### src/rtl/if_fetch_master.sv
// -----------------------------------------------------------------------------
// if_fetch_master
//
// Instruction-memory read master that sits directly upstream of the IF stage.
// It issues one single-beat AXI read at the IF stage's current PC and buffers
// the returned word. It then presents that word to the IF stage as inst_o,
// together with im_done_o. The pipeline controller combines im_done_o with the
// data-side done flag to form the IF/ID advance.
//
// Ports
//   clk, rst      clock; asynchronous active-high reset
//   pc_i          fetch PC from the IF stage (stable while im_done_o=0)
//   pipe_adv_i    global pipeline advance (only meaningful in HOLD)
//   arid_o        constant FETCH_ID
//   araddr_o      word-aligned pc_i while arvalid_o=1, else 0
//   arvalid_o     read address valid        arready_i  read address ready
//   rdata_i       read data                 rresp_i    read response
//   rlast_i       last beat (ignored)       rvalid_i   read data valid
//   rready_o      read data ready
//   inst_o        held instruction          im_done_o  inst_o valid for pc_i
//   im_err_o      held word came from a non-OKAY response
//   fetch_cnt_o   completed-fetch counter (wraps)
//   state_o       current FSM state, for observation only
//
// Handshake semantics (both AXI channels): a transfer happens on a rising edge
// where valid and ready are both 1. While arvalid_o=1, arvalid_o and araddr_o
// hold until that edge. No more than one read is ever outstanding.
// -----------------------------------------------------------------------------
module if_fetch_master #(
  parameter int              ADDR_W   = 32,
  parameter int              DATA_W   = 32,
  parameter int              ID_W     = 4,
  parameter logic [ID_W-1:0] FETCH_ID = '0,
  parameter logic [DATA_W-1:0] NOP_INST = 32'h0000_0013
) (
  input  logic              clk,
  input  logic              rst,
  input  logic [ADDR_W-1:0] pc_i,
  input  logic              pipe_adv_i,
  output logic [ID_W-1:0]   arid_o,
  output logic [ADDR_W-1:0] araddr_o,
  output logic              arvalid_o,
  input  logic              arready_i,
  input  logic [DATA_W-1:0] rdata_i,
  input  logic [1:0]        rresp_i,
  input  logic              rlast_i,
  input  logic              rvalid_i,
  output logic              rready_o,
  output logic [DATA_W-1:0] inst_o,
  output logic              im_done_o,
  output logic              im_err_o,
  output logic [31:0]       fetch_cnt_o,
  output logic [1:0]        state_o
);

  typedef enum logic [1:0] {
    ST_IDLE = 2'd0,
    ST_AR   = 2'd1,
    ST_R    = 2'd2,
    ST_HOLD = 2'd3
  } state_t;

  state_t state;

  // rlast_i is not consulted: every read is single-beat, so any accepted
  // beat is treated as the last one.
  logic unused_rlast;
  assign unused_rlast = rlast_i;

  assign arid_o  = FETCH_ID;
  assign state_o = state;

  // pc_i is stable while im_done_o=0, which covers all of AR. This address
  // therefore meets AXI stability without a register of its own.
  assign araddr_o = arvalid_o ? {pc_i[ADDR_W-1:2], 2'b00} : '0;

  always_ff @(posedge clk or posedge rst) begin
    if (rst) begin
      state       <= ST_IDLE;
      arvalid_o   <= 1'b0;
      rready_o    <= 1'b0;
      inst_o      <= '0;
      im_done_o   <= 1'b0;
      im_err_o    <= 1'b0;
      fetch_cnt_o <= '0;
    end else begin
      case (state)
        ST_IDLE: begin
          arvalid_o <= 1'b1;
          state     <= ST_AR;
        end
        ST_AR: begin
          if (arready_i) begin
            arvalid_o <= 1'b0;
            rready_o  <= 1'b1;
            state     <= ST_R;
          end
        end
        ST_R: begin
          if (rvalid_i) begin
            rready_o    <= 1'b0;
            // Error responses feed a harmless NOP into the pipeline. The
            // error flag travels alongside it.
            inst_o      <= (rresp_i == 2'b00) ? rdata_i : NOP_INST;
            im_err_o    <= (rresp_i != 2'b00);
            im_done_o   <= 1'b1;
            fetch_cnt_o <= fetch_cnt_o + 32'd1;
            state       <= ST_HOLD;
          end
        end
        ST_HOLD: begin
          // The PC moves at this same edge. The next request therefore
          // presents the new pc_i one cycle later.
          if (pipe_adv_i) begin
            im_done_o <= 1'b0;
            im_err_o  <= 1'b0;
            arvalid_o <= 1'b1;
            state     <= ST_AR;
          end
        end
        default: begin
          arvalid_o <= 1'b0;
          rready_o  <= 1'b0;
          state     <= ST_IDLE;
        end
      endcase
    end
  end

endmodule

### config.mk
export PLATFORM = sky130hd
export DESIGN_NAME = if_fetch_master
export DESIGN_NICKNAME = d
export VERILOG_FILES = /design/src/rtl/if_fetch_master.sv
export SDC_FILE = /design/constraint.sdc
export NUM_CORES = 1
export LEC_CHECK = 0
export CAP_MARGIN = 15
export CORE_MARGIN = 5
export CORE_UTILIZATION = 30
export DETAILED_ROUTE_END_ITERATION = 8
export GPL_TIMING_DRIVEN = 0
export PLACE_DENSITY = 0.65
export SLEW_MARGIN = 20
export SYNTH_ARGS = -nofsm -noshare
export SYNTH_HDL_FRONTEND = slang
export SYNTH_SLANG_ARGS = --single-unit
### constraint.sdc
create_clock -name clk -period 2.8 [get_ports clk]
set_clock_uncertainty 0.2 [all_clocks]
set_input_delay 0.28 -clock clk [delete_from_list [all_inputs] [get_ports clk]]
set_output_delay 0.28 -clock clk [all_outputs]
set_load 0.02 [all_outputs]
==> run summary, run 1 <==
Placement
• **placer congestion estimate** 0.7713
• **Final HPWL DP** 6937 um
• **worst setup slack before clock tree synthesis** 0.09845 ns
• **Post-Place Cell Area** 5046 sq um
• **quantity of I/O buffers inserted on ports** 168

Logic synthesis
• **average cell area after synthesis** 11.38 sq um
• **top-count cell post-synth** dfrtp_1
• **register bit count reported by yosys** 70
• **cell area after synthesis** 3153 sq um
• **post-synth top area share** 55.56%
• **warnings from Yosys** 0
• **part of the Yosys area used for sequential elements** 55.56%
• **number of library cell types mapped by synthesis** 30
• **Post-Synthesis Cells** 277
• **cells taking the most area after synthesis** dfrtp_1, a22o_1, and2_1
• **Top FF cell, synth** dfrtp_1
• **number of enable flip-flop cells after synthesis** 0
• **most used standard cells in the synthesized netlist** dfrtp_1, and2_1, a22o_1, xnor2_1, nand2_1
• **asr flop ratio synth** 100.0%
• **cell type contributing the most total cell area after synthesis** dfrtp_1

Finish
• **final core occ** 51.16%
• **fin nets** 539
• **final instance area** 5258 sq um
• **antenna diode instance count** 0
• **relative area change from synthesis to final layout** 66.75%
• **fraction of layout cells with a size suffix above 1** 6.223%

Setup path
• **chain of cells forming the critical path** inv_1 > ha_1 > nand2_1 > buf_2 > nor4_1 > nand4_1 > xnor2_1
• **number of buffer and inverter instances along the worst setup path** 2
• **delay of the slowest critical-path stage** 0.83 ns
• **Critical Path Source** state_o[0]$_DFFE_PP0P_
• **Worst path top cell family by delay** simple AND/OR/NAND/NOR gates
• **largest fanout of any net on the critical path** 10
• **crit path launch type** flip-flop
• **classification of the worst setup path** flip-flop to flip-flop
• **crit end category** flip-flop
• **data arrival time at the worst-slack endpoint** 2.67 ns
• **Max stage delay cell, worst path** nor4_1
• **RR Startpoint** state_o[0]$_DFFE_PP0P_
• **required time at the endpoint of the critical path** 2.83 ns

Clock network
• **clock transition time at the flip-flop clock pins of the worst setup and hold paths** 0.08 ns
• **hold-fix buffers at CTS** 0
• **source-to-sink clock delay at the later pin of the worst-skew pair** 0.33 ns
• **number of levels in the clock H-tree** 3
• **Clock Tree Buf Depth** 2
• **number of sinks on the clock net** 70
• **clock tree from TritonCTS** yes
• **post_cts resized** 0
• **root buffer cell** clkbuf_8
• **number of clock buffers inserted by TritonCTS** 9
• **number of buffers inserted by post-CTS setup repair** 0

Global route
• **via count of the first global-routing pass** 2,871
• **number of antenna violations at the first check in global routing** 0
• **wire length of the first global-routing pass** 14,370 um
• **Remaining Overflow, GRT** 0
• **largest net degree at the start of global routing** 44
• **total routing resource utilization after global routing** 13.89%

STA
• **peak clock frequency supported by timing** 0.3779 GHz
• **final-report hold violation count** 0
• **least setup slack across all paths after layout** 0.1540 ns
• **max_slew headroom** 35.25%
• **Final Max Slew Viols** 0
• **Least-Margin Pin Slew** 0.9624 ns
• **final total negative setup slack** 0 ns
• **unrepaired setup endpoints after global routing** false
• **final number of setup-violating endpoints** 0
• **Min Clock Period, post-route** 2.646 ns
• **fin crit share** 94.50%

Run status
• **outcome** completed

Detailed routing
• **average wire per cell in the routed design** 14.78 um
• **number of DRC markers in iteration 0** 93
• **routed via count** 2,770
• **first-pass detailed-route iteration total** 4
• **number of nets still failing antenna checks after routing** 0
• **detailed-route DRC error count** 0
• **post-detailed-routing wire length** 8896 um
• **via density per instance** 4.601

Min path
• **path class of the lowest-slack min-delay path** input pin to async pin

Power and ir drop
• **leakage power summed over all cells** 2.257 nW
• **worst-case vdd ir drop** 0.0004631 V
• **power per unit of standard cell area** 840.7 nW/um^2

Floorplan
• **Initial Utilization** 30.68%
• **Die Width** 112.5 um
• **core region area** 10,280 sq um
• **Vert. Die Dim** 112.5 um
• **number of cell rows** 37
• **IO Pins** 178
• **floorplan die area** 12,660 sq um

Flow run
• **Max Cap Viol** 0

==> sequential cells by signal (all words and copies together), names as in the netlist <==
| signal | flops |
|---|---|
| im_done_o | 1 |
| arvalid_o | 1 |
| im_err_o | 1 |
| state_o | 2 |
| rready_o | 1 |
| fetch_cnt_o | 32 |
| inst_o | 32 |
==> routing by layer <==
| layer | routed length [um] | up-vias | global-route usage [%] |
|---|---|---|---|
| met5 | 0 | - | 0 |
| met4 | 134 | 0 | 4.327 |
| met3 | 851 | 12 | 5.445 |
| met2 | 4098 | 132 | 22.49 |
| met1 | 3811 | 1301 | 17.11 |
| li1 | - | 1325 | - |
==> power breakdown <==
group | internal (mW) | switching [mW] | total, mW
Combinational | 1.06 | 0.983 | 2.04
Sequential | 1.30 | 0.207 | 1.50
Clock | 0.497 | 0.377 | 0.874
Total | 2.85 | 1.57 | 4.42
==> worst register-to-register path: cells and delay by family, from the launching register on <==
kind          cells  cell delay, ns
xor+xnor          1            0.18
fa+ha+maj         1            0.27
buf+inv           2            0.31
flops             1            0.43
simple gates      3            1.15
==> final timing paths <==
check	end	slack, ns	depth (start not counted)
max	fetch_cnt_o[25]$_DFFE_PP0P_	0.15	7
min	inst_o[21]$_DFFE_PP0P_	0.08	2
max reg2reg	fetch_cnt_o[25]$_DFFE_PP0P_	0.15	7
min reg2reg	fetch_cnt_o[31]$_DFFE_PP0P_	0.27	1
max in group asynchronous	fetch_cnt_o[2]$_DFFE_PP0P_	1.77	3
min in group clk	fetch_cnt_o[31]$_DFFE_PP0P_	0.27	1
==> through the flow <==
step                      cells  power, mW  hold slack, ns
after floorplan             282      2.520          0.2060
after global routing        602      4.685         0.09505
after CTS                   602      4.490         0.07176
after detailed placement    587      3.582          0.2586
final                       602      4.420         0.07645
after global placement      586      3.559          0.2559
==> final cells by class <==
class | instances | area (sq um)
inverters | 7 | 28.78
repair buffers | 169 | 1702
fillers | 953 | 5020
plain buffers | 18 | 93.84
flip-flops and latches | 70 | 1752
multi-input cells | 187 | 1300
clock buffers | 9 | 123.9
clock inverters | 6 | 87.58
well taps | 136 | 170.2
==> logic make-up after synthesis <==
kind of cell    after synthesis  share of synthesized area, %
xor+xnor                     31                         8.611
compound gates               43                         11.07
other cells                   1                        0.1189
simple gates                101                         18.53
flops                        70                         55.56
fa+ha+maj                     5                         1.984
buf+inv                      25                         3.809
mux                           1                        0.3175
==> placed cells by master (no fill, tap or decap) <==
cell type / synthesis / layout
a21oi_1: 1 / 1
a22o_1: 31 / 31
and2_1: 37 / 37
and3_1: 2 / 2
and4_1: 5 / 5
and4bb_2: 1 / 1
buf_1: 1 / 1
buf_12: 0 / 1
buf_2: 3 / 3
buf_4: 6 / 6
bufinv_16: 0 / 2
clkbuf_1: 8 / 8
clkbuf_8: 0 / 9
clkdlybuf4s50_1: 0 / 168
clkinv_2: 0 / 2
clkinv_4: 0 / 2
conb_1: 1 / 6
dfrtp_1: 70 / 70
ha_1: 5 / 5
inv_1: 7 / 6
inv_4: 0 / 1
mux2i_1: 1 / 1
nand2_1: 16 / 16
nand3_1: 11 / 11
nand4_1: 13 / 13
nor2_1: 7 / 7
nor3_1: 4 / 4
nor3_2: 1 / 1
nor4_1: 2 / 2
o21ai_0: 5 / 5
o22a_1: 3 / 3
o22ai_1: 1 / 1
o31ai_1: 2 / 2
or2b_1: 1 / 1
or4_4: 1 / 1
xnor2_1: 22 / 22
xor2_1: 9 / 9
Power figures use the tool's default switching activity.
==> run 2, diff against run 1 <==
--- a/config.mk
+++ b/config.mk
@@ -6,7 +6,6 @@
 export NUM_CORES = 1
 export LEC_CHECK = 0
 export CAP_MARGIN = 15
-export CORE_MARGIN = 5
 export CORE_UTILIZATION = 30
 export DETAILED_ROUTE_END_ITERATION = 8
 export GPL_TIMING_DRIVEN = 0
==> run summary, run 2 (same netlist as run 1, synthesis figures left out) <==
Power and ir drop
• **leakage power summed over all cells** 2.255 nW
• **power per unit of standard cell area** 843.1 nW/um^2
• **worst-case vdd ir drop** 0.0004729 V

STA
• **Min Clock Period, post-route** 2.378 ns
• **unrepaired setup endpoints after global routing** false
• **fin crit share** 84.91%
• **final total negative setup slack** 0 ns
• **Final Max Slew Viols** 0
• **peak clock frequency supported by timing** 0.4206 GHz
• **final number of setup-violating endpoints** 0
• **Least-Margin Pin Slew** 0.6275 ns
• **least setup slack across all paths after layout** 0.4224 ns
• **max_slew headroom** 57.82%
• **worst hold margin** 0.09070 ns
• **final-report hold violation count** 0

Detailed routing
• **via density per instance** 4.524
• **detailed-route DRC error count** 0
• **number of nets still failing antenna checks after routing** 0
• **number of DRC markers in iteration 0** 58
• **routed via count** 2,728
• **first-pass detailed-route iteration total** 6
• **average wire per cell in the routed design** 13.56 um
• **post-detailed-routing wire length** 8174 um

Global route
• **wire length of the first global-routing pass** 13,520 um
• **Remaining Overflow, GRT** 0
• **via count of the first global-routing pass** 2,762
• **total routing resource utilization after global routing** 15.56%
• **number of antenna violations at the first check in global routing** 0
• **largest net degree at the start of global routing** 39

Finish
• **antenna diode instance count** 0
• **number of non-filler instances in the completed layout** 603
• **fraction of layout cells with a size suffix above 1** 6.424%
• **commonest non-fill, non-tap cell in the layout** clkdlybuf4s50_1
• **Filler cells** 970
• **highest-count cells in the layout ignoring fill and taps** clkdlybuf4s50_1, dfrtp_1, and2_1, a22o_1, xnor2_1
• **final instance area** 5274 sq um
• **fin nets** 539
• **relative area change from synthesis to final layout** 67.26%

Floorplan
• **IO Pins** 178
• **core region area** 10,280 sq um
• **number of cell rows** 37
• **Die Width** 104.5 um
• **floorplan die area** 10,920 sq um
• **Initial Utilization** 30.68%
• **Vert. Die Dim** 104.5 um

Setup path
• **number of cells traversed by the worst register-to-register path** 7
• **crit end category** flip-flop
• **classification of the worst setup path** flip-flop to flip-flop
• **capture point of the worst reg-to-reg path** fetch_cnt_o[23]$_DFFE_PP0P_
• **crit path launch type** flip-flop
• **data arrival time at the worst-slack endpoint** 2.41 ns
• **minimum setup slack among reg-to-reg paths** 0.42 ns
• **largest fanout of any net on the critical path** 10
• **RR Startpoint** state_o[0]$_DFFE_PP0P_
• **required time at the endpoint of the critical path** 2.83 ns
• **Critical Path Source** state_o[0]$_DFFE_PP0P_

Placement
• **worst setup slack before clock tree synthesis** 0.1100 ns
• **total instance count after detailed placement** 587
• **quantity of I/O buffers inserted on ports** 168
• **placer congestion estimate** 0.7456
• **Final HPWL DP** 6313 um
• **Post-Place Cell Area** 5046 sq um

Clock network
• **number of clock buffers inserted by TritonCTS** 9
• **number of sinks on the clock net** 70
• **root buffer cell** clkbuf_8
• **source-to-sink clock delay at the later pin of the worst-skew pair** 0.34 ns
• **hold-fix buffers at CTS** 0
• **clock tree from TritonCTS** yes
• **Clock Tree Buf Depth** 2
• **number of levels in the clock H-tree** 3
• **clock transition time at the flip-flop clock pins of the worst setup and hold paths** 0.09 ns

Min path
• **path class of the lowest-slack min-delay path** input pin to async pin

Run status
• **outcome** completed

Flow run
• **Max Cap Viol** 0

run 2: layout make-up:
| class | count | area (sq um) | share of cell area, % |
|---|---|---|---|
| Buffer | 18 | 93.84 | 1.779 |
| Clock buffer | 10 | 127.6 | 2.420 |
| Timing Repair Buffer | 169 | 1702 | 32.27 |
| Multi-Input combinational cell | 187 | 1306 | 24.77 |
| Sequential cell | 70 | 1752 | 33.21 |
| Clock inverter | 6 | 93.84 | 1.779 |
| Tap cell | 136 | 170.2 | 3.227 |
| Inverter | 7 | 28.78 | 0.5457 |
run 2: what timing repair did:
| item | CTS | global route |
|---|---|---|
| buffers inserted | 0 | 0 |
| setup endpoints to repair | 0 | 5 |
| hold endpoints to repair | 0 | 0 |
| resized for setup | 0 | 1 |
run 2: metal layers:
layer	up-vias	track usage (%)	routed length, um
li1	1329	-	-
met2	109	25.35	3896
met4	0	6.327	86
met3	7	5.388	624
met5	-	0	0
met1	1283	18.69	3567
run 2: how the worst max path moves through the flow:
stage | endpoint | slack (ns) | depth (start not counted)
after CTS | fetch_cnt_o[23]$_DFFE_PP0P_ | 0.10 | 7
after floorplan | arvalid_o$_DFFE_PP0P_ | 0.55 | 1
after global placement | inst_o[4]$_DFFE_PP0P_ | -0.65 | 2
after detailed placement | fetch_cnt_o[23]$_DFFE_PP0P_ | 0.11 | 7
final | fetch_cnt_o[23]$_DFFE_PP0P_ | 0.42 | 7
after global routing | fetch_cnt_o[23]$_DFFE_PP0P_ | 0.21 | 7
run 2: power by group:
part	switching (mW)	leakage, nW	internal (mW)
Sequential	0.210	0.931	1.30
Combinational	0.966	1.22	1.06
Clock	0.406	0.107	0.510
Total	1.58	2.26	2.86
run 2: through the flow:
step           power [mW]  utilization [%]
5_1_grt             4.696            51.31
3_3_place_gp        3.537            48.88
2_1_floorplan       2.520                -
3_5_place_dp        3.564            49.10
6_report            4.447            51.31
4_1_cts             4.510            51.25
run 2: worst max-delay path, stage by stage, from the launching register on:
cell and delay (ns):
dfrtp_1 0.43, inv_1 0.10, ha_1 0.25, nand2_1 0.09, buf_2 0.20, nor4_2 0.59
nand3_1 0.21, xnor2_1 0.19
